`src/rtl/cpu_pkg.sv`:
```
// Shared CPU definitions: opcodes, addressing modes, IR field positions and
// the fetch state encoding used by fetch_unit.
package cpu_pkg;

    localparam logic [3:0] OP_NOOP = 4'd0;
    localparam logic [3:0] OP_LOD  = 4'd1;
    localparam logic [3:0] OP_STR  = 4'd2;
    localparam logic [3:0] OP_BRA  = 4'd4;
    localparam logic [3:0] OP_BRR  = 4'd5;
    localparam logic [3:0] OP_BNE  = 4'd6;
    localparam logic [3:0] OP_ALU  = 4'd8;
    localparam logic [3:0] OP_HLT  = 4'd15;

    localparam logic [3:0] AM_IMM  = 4'd1;

    localparam int OPC_HI = 31;
    localparam int OPC_LO = 28;
    localparam int MM_HI  = 27;
    localparam int MM_LO  = 24;
    localparam int IMM_HI = 15;
    localparam int IMM_LO = 0;

    typedef enum logic [1:0] {
        ST_IDLE = 2'd0,
        ST_REQ  = 2'd1,
        ST_HALT = 2'd2
    } fetch_state_e;

    function automatic logic [3:0] ir_opcode(input logic [31:0] ir);
        return ir[OPC_HI:OPC_LO];
    endfunction

endpackage

```
`src/rtl/fetch_branch_calc.sv`:
```
// Combinational branch resolver: decides whether the instruction in IR
// redirects the PC and computes the redirect target.
module fetch_branch_calc
    import cpu_pkg::*;
#(
    parameter int ADDR_W = 16
) (
    input  logic [3:0]        i_opcode,
    input  logic [3:0]        i_mm,
    input  logic [15:0]       i_imm,
    input  logic [3:0]        i_stat,
    input  logic [ADDR_W-1:0] i_pc,
    output logic              o_taken,
    output logic [ADDR_W-1:0] o_target
);

    localparam int EXT_W = (ADDR_W > 16) ? ADDR_W : 16;

    logic [EXT_W-1:0] w_imm_sext;
    logic [EXT_W-1:0] w_imm_zext;

    assign w_imm_sext = EXT_W'($signed(i_imm));
    assign w_imm_zext = EXT_W'(i_imm);

    // NOTE: every output gets a default first so no path through the case infers a latch.
    always_comb begin
        o_taken  = 1'b0;
        o_target = i_pc;
        case (i_opcode)
            OP_BRA: begin
                o_taken  = 1'b1;
                o_target = w_imm_zext[ADDR_W-1:0];
            end
            OP_BRR: begin
                // PC already points past the branch, so the base is PC-1.
                o_taken  = 1'b1;
                o_target = i_pc - ADDR_W'(1) + w_imm_sext[ADDR_W-1:0];
            end
            OP_BNE: begin
                o_taken  = |(i_stat & i_mm);
                o_target = w_imm_zext[ADDR_W-1:0];
            end
            default: begin
                o_taken  = 1'b0;
                o_target = i_pc;
            end
        endcase
    end

endmodule

```
`src/rtl/fetch_unit.sv`:
```
// Instruction fetch stage: owns PC and IR, fetches over a req/ack port and
// applies branch redirects. Optional fetch timeout: define FETCH_TIMEOUT_EN.
module fetch_unit
    import cpu_pkg::*;
#(
    parameter int ADDR_W      = 16,
    parameter int RESET_PC    = 0,
    parameter int TIMEOUT_CYC = 15
) (
    input  logic              i_clk,
    input  logic              i_rst,
    input  logic              i_pc_write,
    input  logic              i_br_sel,
    input  logic              i_pc_sel,
    input  logic [3:0]        i_stat,
    output logic              o_imem_req,
    output logic [ADDR_W-1:0] o_imem_addr,
    input  logic              i_imem_ack,
    input  logic [31:0]       i_imem_data,
    output logic [3:0]        o_opcode,
    output logic [3:0]        o_mm,
    output logic [15:0]       o_imm,
    output logic [ADDR_W-1:0] o_pc,
    output logic              o_ir_valid,
    output logic              o_fetch_busy,
    output logic              o_halted,
    output logic              o_fetch_err
);

    fetch_state_e      r_state;
    logic [ADDR_W-1:0] r_pc;
    logic [31:0]       r_ir;
    logic              r_imem_req;
    logic              r_ir_valid;
    logic              r_busy;
    logic              r_halted;
    logic              r_pc_write_q;
    logic              r_pc_sel_q;
    logic              r_br_pend;
    logic              r_def_pend;
    logic              r_def_taken;
    logic [ADDR_W-1:0] r_def_target;

    logic              w_pc_write_edge;
    logic              w_branch_go;
    logic              w_taken;
    logic [ADDR_W-1:0] w_target;
    logic              w_unused_ir;

    assign w_pc_write_edge = i_pc_write & ~r_pc_write_q;
    assign w_branch_go     = i_pc_sel & ~r_pc_sel_q & r_br_pend;
    assign w_unused_ir     = ^r_ir[23:16];

    fetch_branch_calc #(
        .ADDR_W (ADDR_W)
    ) u_branch_calc (
        .i_opcode (r_ir[OPC_HI:OPC_LO]),
        .i_mm     (r_ir[MM_HI:MM_LO]),
        .i_imm    (r_ir[IMM_HI:IMM_LO]),
        .i_stat   (i_stat),
        .i_pc     (r_pc),
        .o_taken  (w_taken),
        .o_target (w_target)
    );

`ifdef FETCH_TIMEOUT_EN
    logic [3:0] r_wait;
    logic       r_err;
    assign o_fetch_err = r_err;
`else
    logic [3:0] w_unused_timeout;
    assign w_unused_timeout = 4'(TIMEOUT_CYC);
    assign o_fetch_err      = 1'b0;
`endif

    // NOTE: all state below updates with <= so every register sees pre-edge values.
    always_ff @(posedge i_clk or posedge i_rst) begin
        if (i_rst) begin
            r_state      <= ST_IDLE;
            r_pc         <= ADDR_W'(RESET_PC);
            r_ir         <= {OP_NOOP, 28'd0};
            r_imem_req   <= 1'b0;
            r_ir_valid   <= 1'b0;
            r_busy       <= 1'b0;
            r_halted     <= 1'b0;
            r_pc_write_q <= 1'b0;
            r_pc_sel_q   <= 1'b0;
            r_br_pend    <= 1'b0;
            r_def_pend   <= 1'b0;
            r_def_taken  <= 1'b0;
            r_def_target <= ADDR_W'(RESET_PC);
`ifdef FETCH_TIMEOUT_EN
            r_wait       <= 4'd0;
            r_err        <= 1'b0;
`endif
        end else begin
            r_pc_write_q <= i_pc_write;
            r_pc_sel_q   <= i_pc_sel;

            if (w_branch_go) r_br_pend <= 1'b0;
            if (i_br_sel)    r_br_pend <= 1'b1;

            // Outside REQ a redirect hits PC now; a recorded one lands after the fetch.
            if (r_state != ST_REQ) begin
                if (w_branch_go) begin
                    if (w_taken) r_pc <= w_target;
                end else if (r_def_pend && r_def_taken) begin
                    r_pc <= r_def_target;
                end
                r_def_pend <= 1'b0;
            end

            case (r_state)
                ST_IDLE: begin
                    if (w_pc_write_edge) begin
                        r_state    <= ST_REQ;
                        r_imem_req <= 1'b1;
                        r_busy     <= 1'b1;
                        r_ir_valid <= 1'b0;
`ifdef FETCH_TIMEOUT_EN
                        r_wait     <= 4'd0;
`endif
                    end
                end
                ST_REQ: begin
                    if (w_branch_go) begin
                        r_def_pend   <= 1'b1;
                        r_def_taken  <= w_taken;
                        r_def_target <= w_target;
                    end
                    if (i_imem_ack) begin
                        r_ir       <= i_imem_data;
                        r_pc       <= r_pc + ADDR_W'(1);
                        r_imem_req <= 1'b0;
                        r_busy     <= 1'b0;
                        r_ir_valid <= 1'b1;
                        if (ir_opcode(i_imem_data) == OP_HLT) begin
                            r_state  <= ST_HALT;
                            r_halted <= 1'b1;
                        end else begin
                            r_state  <= ST_IDLE;
                        end
                    end
`ifdef FETCH_TIMEOUT_EN
                    else if (r_wait == 4'(TIMEOUT_CYC - 1)) begin
                        r_ir       <= {OP_NOOP, 28'd0};
                        r_pc       <= r_pc + ADDR_W'(1);
                        r_err      <= 1'b1;
                        r_imem_req <= 1'b0;
                        r_busy     <= 1'b0;
                        r_ir_valid <= 1'b1;
                        r_state    <= ST_IDLE;
                    end else begin
                        r_wait <= r_wait + 4'd1;
                    end
`endif
                end
                ST_HALT: begin
                    r_state <= ST_HALT;
                end
                default: begin
                    r_state <= ST_IDLE;
                end
            endcase
        end
    end

    assign o_imem_req   = r_imem_req;
    assign o_imem_addr  = r_pc;
    assign o_pc         = r_pc;
    assign o_opcode     = r_ir[OPC_HI:OPC_LO];
    assign o_mm         = r_ir[MM_HI:MM_LO];
    assign o_imm        = r_ir[IMM_HI:IMM_LO];
    assign o_ir_valid   = r_ir_valid;
    assign o_fetch_busy = r_busy;
    assign o_halted     = r_halted;

endmodule
```
`config.mk`:
```
export PLATFORM = sky130hd
export DESIGN_NAME = fetch_unit
export DESIGN_NICKNAME = d
export VERILOG_FILES = /design/src/rtl/cpu_pkg.sv /design/src/rtl/fetch_branch_calc.sv /design/src/rtl/fetch_unit.sv
export SDC_FILE = /design/constraint.sdc
export NUM_CORES = 1
export LEC_CHECK = 0
export BUFFER_PORTS_ARGS = -buffer_cell sky130_fd_sc_hd__buf_2
export CORE_MARGIN = 5
export CORE_UTILIZATION = 39
export CTS_CLUSTER_DIAMETER = 150
export DETAILED_ROUTE_END_ITERATION = 8
export SYNTH_ARGS = -nofsm -noshare
export SYNTH_HDL_FRONTEND = slang
export SYNTH_SLANG_ARGS = --single-unit
```
`constraint.sdc`:
```
create_clock -name i_clk -period 3.95 [get_ports i_clk]
set_input_delay 0.5925 -clock i_clk [delete_from_list [all_inputs] [get_ports i_clk]]
set_output_delay 0.5925 -clock i_clk [all_outputs]
set_load 0.01 [all_outputs]
```
# [After elaboration in Yosys (flattened, before gate mapping)]
# Index checks and enable logic that the tools add are counted.
[word_totals] wordCells=65 in_bits=42 output_inout_bits=61 reg_bits=74
[op_classes] n_eq_ne=9 n_reduce_logical=12 bitwise=6 muxes=23 n_addsub=3
[op_table] operator="2-to-1 mux 16 bit" n=6
[op_table] operator="one-hot mux 16 bit (2 select lines)" n=1
[op_table] operator="adder 16 x 1 -> 16 bit (second input constant)" n=1
[op_table] operator="adder 16 bit" n=1
[op_table] operator="subtractor 16 x 1 -> 16 bit (second input constant)" n=1
[op_table] operator="equality test 4 x 3 -> 1 bit (second input constant)" n=3
[op_table] operator="2-to-1 mux 1 bit" n=9
[op_table] operator="2-to-1 mux 2 bit" n=3
[op_table] operator="one-hot mux 1 bit (2 select lines)" n=3
[op_table] operator="one-hot mux 2 bit (3 select lines)" n=1
[op_table] operator="AND reduction 2 bit" n=3
[op_table] operator="AND reduction 3 bit" n=2
[op_table] operator="bitwise AND 4 bit" n=1
[op_table] operator="equality test 4 bit (second input constant)" n=1
[op_table] operator="inequality test 2 bit (second input constant)" n=2
[op_table] operator="nonzero test 2 bit" n=2
[op_table] operator="OR reduction 2 bit" n=2
[op_table] operator="OR reduction 4 bit" n=1
[op_table] operator="bitwise AND 1 bit" n=3
[op_table] operator="equality test 2 x 1 -> 1 bit (second input constant)" n=1
[op_table] operator="equality test 2 bit (second input constant)" n=1
[op_table] operator="logical NOT 2 bit" n=1
[op_table] operator="inequality test 2 x 1 -> 1 bit (second input constant)" n=1
[op_table] operator="NOT 1 bit" n=2
[op_table] operator="logical AND 1 bit" n=1

# [Depth between registers and ports, before layout]
# Gate-level depths: netlist of run 1.
[logic_depth] ltp_word=8 ltp_mapped=12 ltp_nobuf=12

# [Modules after synthesis]
# A second synthesis of run 1 with hierarchy kept.
[hier_totals] cells_unflattened=485 hier_area_um2=4550.6
[modules_own_cells] mod="fetch_unit" n_inst=1 cells_per_inst=270 seq_area_each_um2=1651.6 area_each_um2=3158.0
[modules_own_cells] mod="fetch_branch_calc" n_inst=1 cells_per_inst=215 seq_area_each_um2=0.0 area_each_um2=1392.6

# [Worst setup path after synthesis of run 1]
# No wires, ideal clock.
[synth_path] kind="register to register" from="reg r_pc[1], in the netlist o_imem_addr[1]" to="reg r_pc[9], in the netlist o_imem_addr[9]" arrival_ns=2.759 path_stages_with_launch=13 synth_period_minus_slack_ns=2.895 setup_time_ns=0.137 path_slack_ns=1.055 path_cell_list="dfrtp_1 inv_1 ha_1 inv_1 ha_1 fa_1 a21o_1 a221oi_2 a21boi_1 xnor2_1 a222oi_1 a21o_1 o22ai_1"
[synth_via] elab_chain_cells=8
[synth_lines] element="start: declaration" line="fetch_unit.sv:31" text="logic [ADDR_W-1:0] r_pc;"
[synth_lines] element="start signal: assignment" line="fetch_unit.sv:80" text="r_pc <= ADDR_W'(RESET_PC);"
[synth_lines] element="start signal: assignment" line="fetch_unit.sv:106" text="if (w_taken) r_pc <= w_target;"
[synth_lines] element="start signal: assignment" line="fetch_unit.sv:108" text="r_pc <= r_def_target;"
[synth_lines] element="subtractor 16 x 1 -> 16 bit" line="fetch_branch_calc.sv:37" text="o_target = i_pc - ADDR_W'(1) + w_imm_sext[ADDR_W-1:0];"
[synth_lines] element="adder 16 bit" line="fetch_branch_calc.sv:37"
[synth_lines] element="one-hot mux 16 bit (2 select lines)" line="fetch_branch_calc.sv:29" text="case (i_opcode)"
[synth_lines] element="2-to-1 mux 16 bit" line="fetch_unit.sv:106"
[synth_lines] element="2-to-1 mux 16 bit" line="fetch_unit.sv:105" text="if (w_branch_go) begin"
[synth_lines] element="2-to-1 mux 16 bit" line="fetch_unit.sv:104" text="if (r_state != ST_REQ) begin"
[synth_lines] element="2-to-1 mux 16 bit" line="fetch_unit.sv:131" text="if (i_imem_ack) begin"
[synth_lines] element="2-to-1 mux 16 bit (*)" line="fetch_unit.sv:113" text="case (r_state)"
# Every way passes the cells marked *; elsewhere a longest branch is shown, timed or not.
# A chain may end at the register's enable or synchronous reset.

# [Worst setup path in the final report of run 1]
[layout_path] from="reg r_pc[2], in the netlist o_imem_addr[2]" to="reg r_pc[9], in the netlist o_imem_addr[9]"
# Same word-level chain as after synthesis.

==> results of run 1 <==
-- cell type report --
| class | instances | area, µm² |
|---|---|---|
| Fill cell | 1135 | 6120 |
| Multi-Input combinational cell | 359 | 2520 |
| Sequential cell | 66 | 1650 |
| Timing Repair Buffer | 101 | 526 |
| Clock buffer | 13 | 260 |
| Inverter | 67 | 251 |
| Tap cell | 143 | 179 |
-- sequential cells by signal (all words and copies together) (netlist names), 2 cells and up --
| register | cells |
|---|---|
| r_ir | 24 |
| o_imem_addr | 16 |
| r_def_target | 16 |
| r_state | 2 |
-- power by group through the flow --
stage	clock network, mW	logic (mW)	registers [mW]
global route	0.773	3.30	1.26
CTS	0.746	2.97	1.21
floorplan	0	2.21	1.21
finish	0.729	2.98	1.21
detailed placement	0	2.95	1.22
global placement	0	2.89	1.21
-- through the flow --
step | power (mW) | utilization | setup slack, ns | std cells
finish | 4.92 | 0.468 | 0.704 | 749
global route | 5.33 | 0.468 | 0.503 | 749
CTS | 4.93 | 0.468 | 0.708 | 749
detailed placement | 4.17 | 0.446 | 0.730 | 736
global placement | 4.10 | 0.446 | 0.810 | 736
floorplan | 3.42 | - | 1.05 | 526
-- synth_stat cells (all sizes together), types with 3 or more instances --
cell type   n
nor3       12
nand2b      4
mux2i       5
nand3      12
mux2       25
o31ai       4
nand2      50
nor4        3
a21o        6
xnor2      19
nor2       34
o21ai      38
nand4       4
o221ai      5
a21oi      25
a222oi      5
a22oi       5
o21a        4
and3        7
o211ai      4
nor2b       4
clkbuf      8
ha         30
a211oi      5
a221o       3
buf        26
dfrtp      66
inv        67
o22ai      11
a31oi       4
-- worst max path at each step --
stage | startpoint | end | slack [ns] | cells past startpoint
after floorplan | o_imem_addr[1] | o_imem_addr[9] | 1.05 | 12
after global placement | o_imem_addr[2] | o_imem_addr[9] | 0.81 | 11
after detailed placement | o_imem_addr[2] | o_imem_addr[9] | 0.73 | 11
after CTS | o_imem_addr[2] | o_imem_addr[9] | 0.71 | 11
after global routing | o_imem_addr[2] | o_imem_addr[9] | 0.50 | 11
final | o_imem_addr[2] | o_imem_addr[9] | 0.70 | 11
-- layer usage --
metal	vias to the layer above	share of wire	wire, µm
met3	20	0.068	890
li1	1991	-	-
met5	-	0	0
met1	1969	0.46	6000
met4	0	0.020	259
met2	165	0.45	5960
-- cell families (layout without fill, tap and decap cells) --
group / count (synthesis) / in the layout / synth area share
AO/OA/AOI/OAI: 133 / 133 / 0.198
flip-flops: 66 / 66 / 0.356
buffers and inverters: 101 / 181 / 0.0993
other: 1 / 1 / 0.000809
XOR/XNOR: 21 / 21 / 0.0397
AND/OR/NAND/NOR: 143 / 143 / 0.149
adder cells (fa/ha/maj): 31 / 31 / 0.0853
multiplexers: 30 / 30 / 0.0715
==> run summary, run 1 <==
clock network fraction of total power - 0.148
critical path class - reg -> reg
Clock Skew - 0.00438 ns
residual overflow from global routing - 0
via count - 4145
crit-path max FO - 8
fmax - 308 MHz
setup_tns - 0 ns
core area - 11500 µm²
1st-iter DRT viols - 313
fin crit period - 3.25 ns
Crit path arrival time - 3.42 ns
Syn Area/Cell - 8.82 µm²
initial antenna violation count - 0
I/O Pins - 103
status - finished, final reports clean
number of vias per cell - 5.53
Lkg Pwr - 2.63 nW
synth top area cells - dfrtp_1 (36%), ha_1 (8.1%), mux2_2 (6.1%)
Worst R2R Start - o_imem_addr[2]
commonest non-fill, non-tap cells in the layout - buf_2 (93), dfrtp_1 (66), inv_1 (65), nand2_1 (50), nor2_1 (33)
wire per inst - 17.5 µm
EDFF count, synth - 0
internal power - 2.64 mW
reg-to-reg slack, setup - 0.70 ns
I/O Buffers - 93
switching pwr - 2.28 mW
Initial Utilization - 0.403
Setup crit start kind - flip-flop
HP Class - in -> async
Final Max Slew Viols - 0
GPL Wtd Cong - 0.912
Power Dens Cells - 912 nW/µm²
RSZ-0062 raised after global routing - false
Flop pwr share - 0.246
first-pass GRT wire length - 21500 µm
max_slew headroom - 0.370
row count - 39
register area share after synthesis - 0.356
RR Endpoint - o_imem_addr[9]
Tcrit/Tclk final - 0.822
Slew @ Worst Pin - 0.943 ns
maximum VDD drop - 375 µV
critical path's top delay family - compound AO/OA/AOI/OAI gates
layout cells sized above 1 - 0.257
Routed WL - 13100 µm
crit-path cells - inv_1 -> ha_1 -> inv_1 -> fa_1 -> a21o_1 -> a221oi_2 -> a21boi_1 -> xnor2_1 -> a222oi_1 -> a21o_1 -> o22ai_1
met1 Track Usage GR - 0.253
Synth Register Bits - 66
Critical Path RT - 4.12 ns
placed cell area - 5130 µm²
top_reg_cell synth - dfrtp_1
vias in the first global route - 4036
die area - 14200 µm²
Final nets - 677
CP endpoint kind - flip-flop
largest net degree at the start of global routing - 31
crit-path max cell delay - 0.52 ns
worst skew pair latency - 0.34 ns
ANT nets after route - 0
1st-pass router iterations - 5
crit path buf inv count - 2
hold_buf cts - 0
aggregate global-route resource usage - 0.191
CTS Buffer Depth - 2
grt met2 use - 0.295
TritonCTS clock tree - done
commonest non-fill, non-tap cell in the layout - buf_2
Cells after Synth - 526
hold_ws - 0.255 ns
clk root buf - clkbuf_16
Cell Area, Synth - 4640 µm²
Switching Fraction - 0.463
Die X - 119 µm
Reg2Reg Depth - 11
postcts setup bufs - 0
clk slew on worst S/H paths - 0.05 ns
Ys Warns - 0
Synth area leader - dfrtp_1
Final Hold Fails - 0
Post-CTS Resized - 0
Syn-to-layout area delta - 16.3%
Final Cell Area - 5390 µm²
diode count - 0
Syn Nets - 599
Yosys top cell area share - 0.356
H-tree Lvls - 3
asr flop ratio synth - 1.00
slowest cell on the critical path - a221oi_2
Final setup violation count - 0
Yosys cell types - 69
# clock sinks - 66
M3 GR Usage - 0.0526
layer with the highest usage - met2
Max Cap Viol - 0
Detail Placement HPWL - 10000 µm
total CTS buffers - 9
Comb pwr share - 0.605
die height - 119 µm
DRC errors left - 0
(Power assumes the default switching activity.)
==> inputs of run 2 (changes only) <==
==> constraint.sdc (replaced) <==
create_clock -name i_clk -period 2.75 [get_ports i_clk]
set_input_delay 0.4125 -clock i_clk [delete_from_list [all_inputs] [get_ports i_clk]]
set_output_delay 0.4125 -clock i_clk [all_outputs]
set_load 0.01 [all_outputs]
==> run 2 against run 1 <==
Compared with the run above:
- clock skew is 0.0038 ns higher
- utilization is 3.9 points higher
- first-iteration DRC count is 3.5% higher
- hold slack worse by 0.075 ns
- critical path type unchanged
- design area is 8.4% higher
- sequential power is 33% higher
- sequential share of layout area is 2.4 points lower
==> run summary, run 2 (same netlist as run 1, synthesis figures left out) <==
status - finished, final reports clean
maximum VDD drop - 575 µV
core area - 11500 µm²
Crit path arrival time - 2.95 ns
commonest non-fill, non-tap cell in the layout - buf_2
I/O Buffers - 93
CP endpoint kind - flip-flop
largest net degree at the start of global routing - 38
max_slew headroom - 0.540
Clock Skew - 0.00813 ns
Initial Utilization - 0.403
placed cells - 768
Top reg by flops - r_ir
non-filler cells, final - 789
Max Cap Viol - 0
vias in the first global route - 4513
number of vias per cell - 5.58
TritonCTS clock tree - done
reg-to-reg slack, setup - 0.01 ns
commonest non-fill, non-tap cells in the layout - buf_2 (93), dfrtp_1 (65), inv_1 (60), nand2_1 (50), buf_4 (42)
GPL Wtd Cong - 0.950
aggregate global-route resource usage - 0.200
wire per inst - 17.8 µm
Critical Path RT - 2.96 ns
Final Max Slew Viols - 0
crit-path max FO - 3
Die X - 119 µm
initial antenna violation count - 0
H-tree Lvls - 3
I/O Pins - 103
HP Class - in -> async
clk root buf - clkbuf_16
diode count - 0
total CTS buffers - 9
Final setup violation count - 0
Detail Placement HPWL - 10600 µm
1st-iter DRT viols - 324
die height - 119 µm
setup_tns - 0 ns
DRC errors left - 0
die area - 14200 µm²
hold_ws - 0.180 ns
first-pass GRT wire length - 23100 µm
Power Dens Cells - 1380 nW/µm²
Lkg Pwr - 2.85 nW
fmax - 365 MHz
Final Power - 8.06 mW
crit-path max cell delay - 0.36 ns
RSZ-0062 raised after global routing - true
Final Core Density - 0.508
residual overflow from global routing - 0
Setup crit start kind - flip-flop
worst skew pair latency - 0.34 ns
crit-path cells - inv_2 -> ha_4 -> inv_2 -> ha_4 -> fa_2 -> a21o_1 -> a221oi_4 -> a21boi_1 -> xnor2_1 -> a222oi_1 -> a21o_1 -> o22ai_1
# clock sinks - 66
CTS Buffer Depth - 2
Routed WL - 14000 µm
row count - 39
ANT nets after route - 0
Slew @ Worst Pin - 0.689 ns
1st-pass router iterations - 8
layout cells sized above 1 - 0.331
Syn-to-layout area delta - 26.1%
max reg flops - 24
fin crit period - 2.74 ns
slowest cell on the critical path - dfrtp_1
critical path class - reg -> reg
via count - 4400
Final nets - 714
Tcrit/Tclk final - 0.995
clk slew on worst S/H paths - 0.05 ns
Final Hold Fails - 0
[run 2: cell type report]
type | instances | area (µm²)
tap | 143 | 179
sequential | 66 | 1650
timing repair buffer | 138 | 832
fill | 1086 | 5670
inverter | 67 | 251
clock inverter | 2 | 35.0
multi-input combinational | 359 | 2620
clock buffer | 14 | 274
[run 2: path summary, 6_finish.rpt]
check / from / end / cells after the start
hold reg to reg: r_def_target[9] / r_def_target[9] / 2
setup / recovery: r_ir[1] / o_imem_addr[9] / 12
hold / removal: i_rst / r_ir[26] / 2
max in group asynchronous: i_rst / o_imem_addr[1] / 3
setup reg to reg: r_ir[1] / o_imem_addr[9] / 12
min in group i_clk: i_pc_write / r_pc_write_q / 1
[run 2: what timing repair did]
action                                  in CTS  in global routing
endpoints found under the setup margin       4                 14
endpoints found under the hold margin        0                  0
hold buffers                                 0                  0
setup buffers                                2                  3
pin swaps                                    9                 16
resized for setup                           11                  9
[run 2: routing by layer]
metal | share of wire | vias to the layer above | track usage
li1 | - | 2068 | -
met5 | 0 | - | 0
met2 | 0.49 | 165 | 0.333
met1 | 0.44 | 2144 | 0.266
met4 | 0.017 | 0 | 0.0579
met3 | 0.060 | 23 | 0.0365
[run 2: worst max-delay path: cells and delay by family (launching register included)]
kind | cells | cell delay [ns]
adder cells (fa/ha/maj) | 3 | 0.75
XOR/XNOR | 1 | 0.13
AO/OA/AOI/OAI | 6 | 1.28
flip-flops | 1 | 0.36
buffers and inverters | 2 | 0.09
[run 2: stage by stage]
stage,setup slack (ns),cell area [µm²]
final,0.0134,5850
after global routing,-0.141,5850
after CTS,-0.00345,5780
after detailed placement,-0.106,5410
after global placement,-0.0384,5410
after floorplan,0.00513,4650
[run 2: where the power goes]
part	total [mW]	leakage, nW	internal (mW)	switching [mW]
Clock	1.20	0.153	0.776	0.428
Combinational	5.25	1.90	2.37	2.88
Sequential	1.61	0.802	1.32	0.281
Total	8.06	2.85	4.47	3.59
==> inputs of run 3 (changes only) <==
--- a/config.mk
+++ b/config.mk
@@ -5,6 +5,7 @@
 export SDC_FILE = /design/constraint.sdc
 export NUM_CORES = 1
 export LEC_CHECK = 0
+export ABC_AREA = 1
 export BUFFER_PORTS_ARGS = -buffer_cell sky130_fd_sc_hd__buf_2
 export CORE_MARGIN = 5
 export CORE_UTILIZATION = 39
==> run 3 against run 2 <==
Compared with the run above:
- sequential share of layout area down 0.43 points
- register-to-register slack better by 0.27 ns
- count of clock-buffer cells in the layout shrank 4
- via count is 8.1% higher
- worst setup slack improved by 0.27 ns
- critical path depth grew 4
- global-route usage down 1.1 points
- final cell count grew 22%
- clock power rose by 4%
- synthesized cell count rose by 33%
- clock skew barely moved
- combinational power grew 2%
- critical path type unchanged
==> run summary, run 3 <==
status - finished, final reports clean
Flop pwr share - 0.203
residual overflow from global routing - 0
Max Cap Viol - 0
Tcrit/Tclk final - 0.899
via count - 4756
core area - 12600 µm²
Synth area leader - dfrtp_1
CTS Buffer Depth - 2
Lkg Pwr - 3.11 nW
initial antenna violation count - 0
hold_ws - 0.0667 ns
switching pwr - 4.16 mW
Syn Nets - 774
RR Endpoint - o_imem_addr[15]
DRC errors left - 0
wire per inst - 14.6 µm
first-pass GRT wire length - 22600 µm
filler cell count in the final layout - 1326
diode count - 0
GPL Wtd Cong - 0.926
worst skew pair latency - 0.34 ns
Top reg by flops - r_ir
beginning of the critical path - o_imem_addr[0]
Die X - 124 µm
commonest non-fill, non-tap cell in the layout - nand2_1
critical path's top delay family - simple AND/OR/NAND/NOR gates
CP endpoint kind - flip-flop
total CTS buffers - 9
TritonCTS clock tree - done
fin crit period - 2.47 ns
setup_tns - 0 ns
Clock Skew - 0.00838 ns
Syn Area/Cell - 7.18 µm²
crit path buf inv count - 2
critical path class - reg -> reg
cell with the most instances after synthesis - nand2_1
critical path depth in cells - 16
RSZ-0062 raised after global routing - false
asr flop ratio synth - 1.00
pre-CTS setup slack - 0.292 ns
CP endpoint - o_imem_addr[15]
clk root buf - clkbuf_16
Critical Path RT - 3.02 ns
internal power - 4.14 mW
Synth Register Bits - 66
Crit path arrival time - 2.74 ns
register area share after synthesis - 0.328
fmax - 405 MHz
layout cells sized above 1 - 0.217
Cell Area, Synth - 5030 µm²
reg-to-reg slack, setup - 0.28 ns
1st-iter DRT viols - 386
Final nets - 859
Comb pwr share - 0.646
Slew @ Worst Pin - 0.595 ns
Power Dens Cells - 1400 nW/µm²
Crit path top cell by count - nand2_1
number of vias per cell - 4.94
maximum VDD drop - 534 µV
row count - 41
1st-pass router iterations - 5
vias in the first global route - 4520
slowest cell on the critical path - dfrtp_1
Final setup violation count - 0
Ys Warns - 0
Yosys cell types - 45
final worst slack - 0.279 ns
EDFF count, synth - 0
postcts setup bufs - 0
Yosys top cell area share - 0.328
ANT nets after route - 0
clock network fraction of total power - 0.151
crit-path max cell delay - 0.38 ns
most common library cells after synthesis - nand2_1 (166), inv_1 (118), dfrtp_1 (66), nor2_1 (50), o21ai_0 (46)
HP Class - in -> async
commonest non-fill, non-tap cells in the layout - nand2_1 (166), inv_1 (117), buf_2 (93), dfrtp_1 (66), nor2_1 (50)
Routed WL - 14100 µm
Reg2Reg Depth - 16
Setup crit start kind - flip-flop
area of the multi-input gates - 2640 µm²
Worst R2R Start - o_imem_addr[0]
Cells after Synth - 701
I/O Buffers - 93
register area - 1650 µm²
Detail Placement HPWL - 10800 µm
Final Hold Fails - 0
Initial Utilization - 0.399
Syn-to-layout area delta - 17.9%
die area - 15300 µm²
crit-path max FO - 4
Post-CTS Resized - 0
Switching Fraction - 0.501
hold_buf cts - 0
H-tree Lvls - 3
crit-path cells - inv_1 -> ha_1 -> inv_1 -> ha_1 -> fa_1 -> nand2_1 -> nand2_1 -> nand3_1 -> nand2_1 -> nand2_1 -> nand2_1 -> nand2_1 -> nand3_1 -> nand3_1 -> nand2_1 -> a21oi_2
top_reg_cell synth - dfrtp_1
aggregate global-route resource usage - 0.189
I/O Pins - 103
max_slew headroom - 0.603
# clock sinks - 66
synth top area cells - dfrtp_1 (33%), nand2_1 (12%), inv_1 (8.8%)
Final Max Slew Viols - 0
die height - 124 µm
clk slew on worst S/H paths - 0.06 ns
largest net degree at the start of global routing - 36
max reg flops - 24
-- run 3: changes by cell type after synthesis, moves of 18 or more --
cell     delta
a21oi_1    +21
nand2_1   +116
nand3_1    +25
o21ai_0    +25
xnor2_1    -18
inv_1      +52
mux2_2     -25
-- run 3: worst min-delay path by stage --
| stage | startpoint | to | slack [ns] | depth (start not counted) |
|---|---|---|---|---|
| floorplan | i_pc_sel | r_pc_sel_q | 0.44 | 0 |
| global placement | i_rst | r_ir[2] | 0.44 | 2 |
| detailed placement | i_rst | r_ir[2] | 0.44 | 2 |
| CTS | i_rst | r_ir[2] | 0.07 | 2 |
| global route | i_rst | r_ir[2] | 0.10 | 2 |
| finish | i_rst | r_ir[2] | 0.07 | 2 |
-- run 3: cell families (layout without fill, tap and decap cells) --
group,count (synthesis),count (layout),share of synthesized area
other,1,1,0.000745
AOI/OAI and AO/OA,132,132,0.158
adders and majority gates,31,31,0.0785
buffers and inverters,166,256,0.148
and+or+nand+nor,292,292,0.264
DFF,66,66,0.328
xor gates and xnor gates,13,13,0.0226
-- run 3: metal layers --
| metal | vias up | share of wire | global-route usage |
|---|---|---|---|
| met5 | - | 0 | 0 |
| met4 | 0 | 0.0089 | 0.0464 |
| met3 | 8 | 0.059 | 0.0363 |
| met2 | 142 | 0.46 | 0.300 |
| met1 | 2208 | 0.47 | 0.266 |
| li1 | 2398 | - | - |
-- run 3: layout make-up --
| class | count | share of cell area |
|---|---|---|
| Tap cell | 172 | 0.0363 |
| Clock inverter | 6 | 0.0152 |
| Sequential cell | 66 | 0.278 |
| Inverter | 127 | 0.0803 |
| Timing Repair Buffer | 113 | 0.106 |
| Clock buffer | 10 | 0.0386 |
| Multi-Input combinational cell | 469 | 0.445 |
-- run 3: power groups by stage --
stage               Combinational (mW)  Clock, mW  Sequential, mW
CTS                               5.38       1.27            1.69
finish                            5.36       1.25            1.69
floorplan                         3.81          0            1.84
detailed placement                5.33          0            1.70
global placement                  5.22          0            1.68
global route                      6.12       1.31            1.74
-- run 3: through the flow --
step | instance area, µm² | std cells | utilization | power [mW]
final | 5930 | 963 | 0.470 | 8.30
after global routing | 5930 | 963 | 0.470 | 9.17
after CTS | 5930 | 963 | 0.470 | 8.33
after detailed placement | 5610 | 947 | 0.445 | 7.03
after global placement | 5610 | 947 | 0.445 | 6.90
after floorplan | 5030 | 701 | - | 5.65
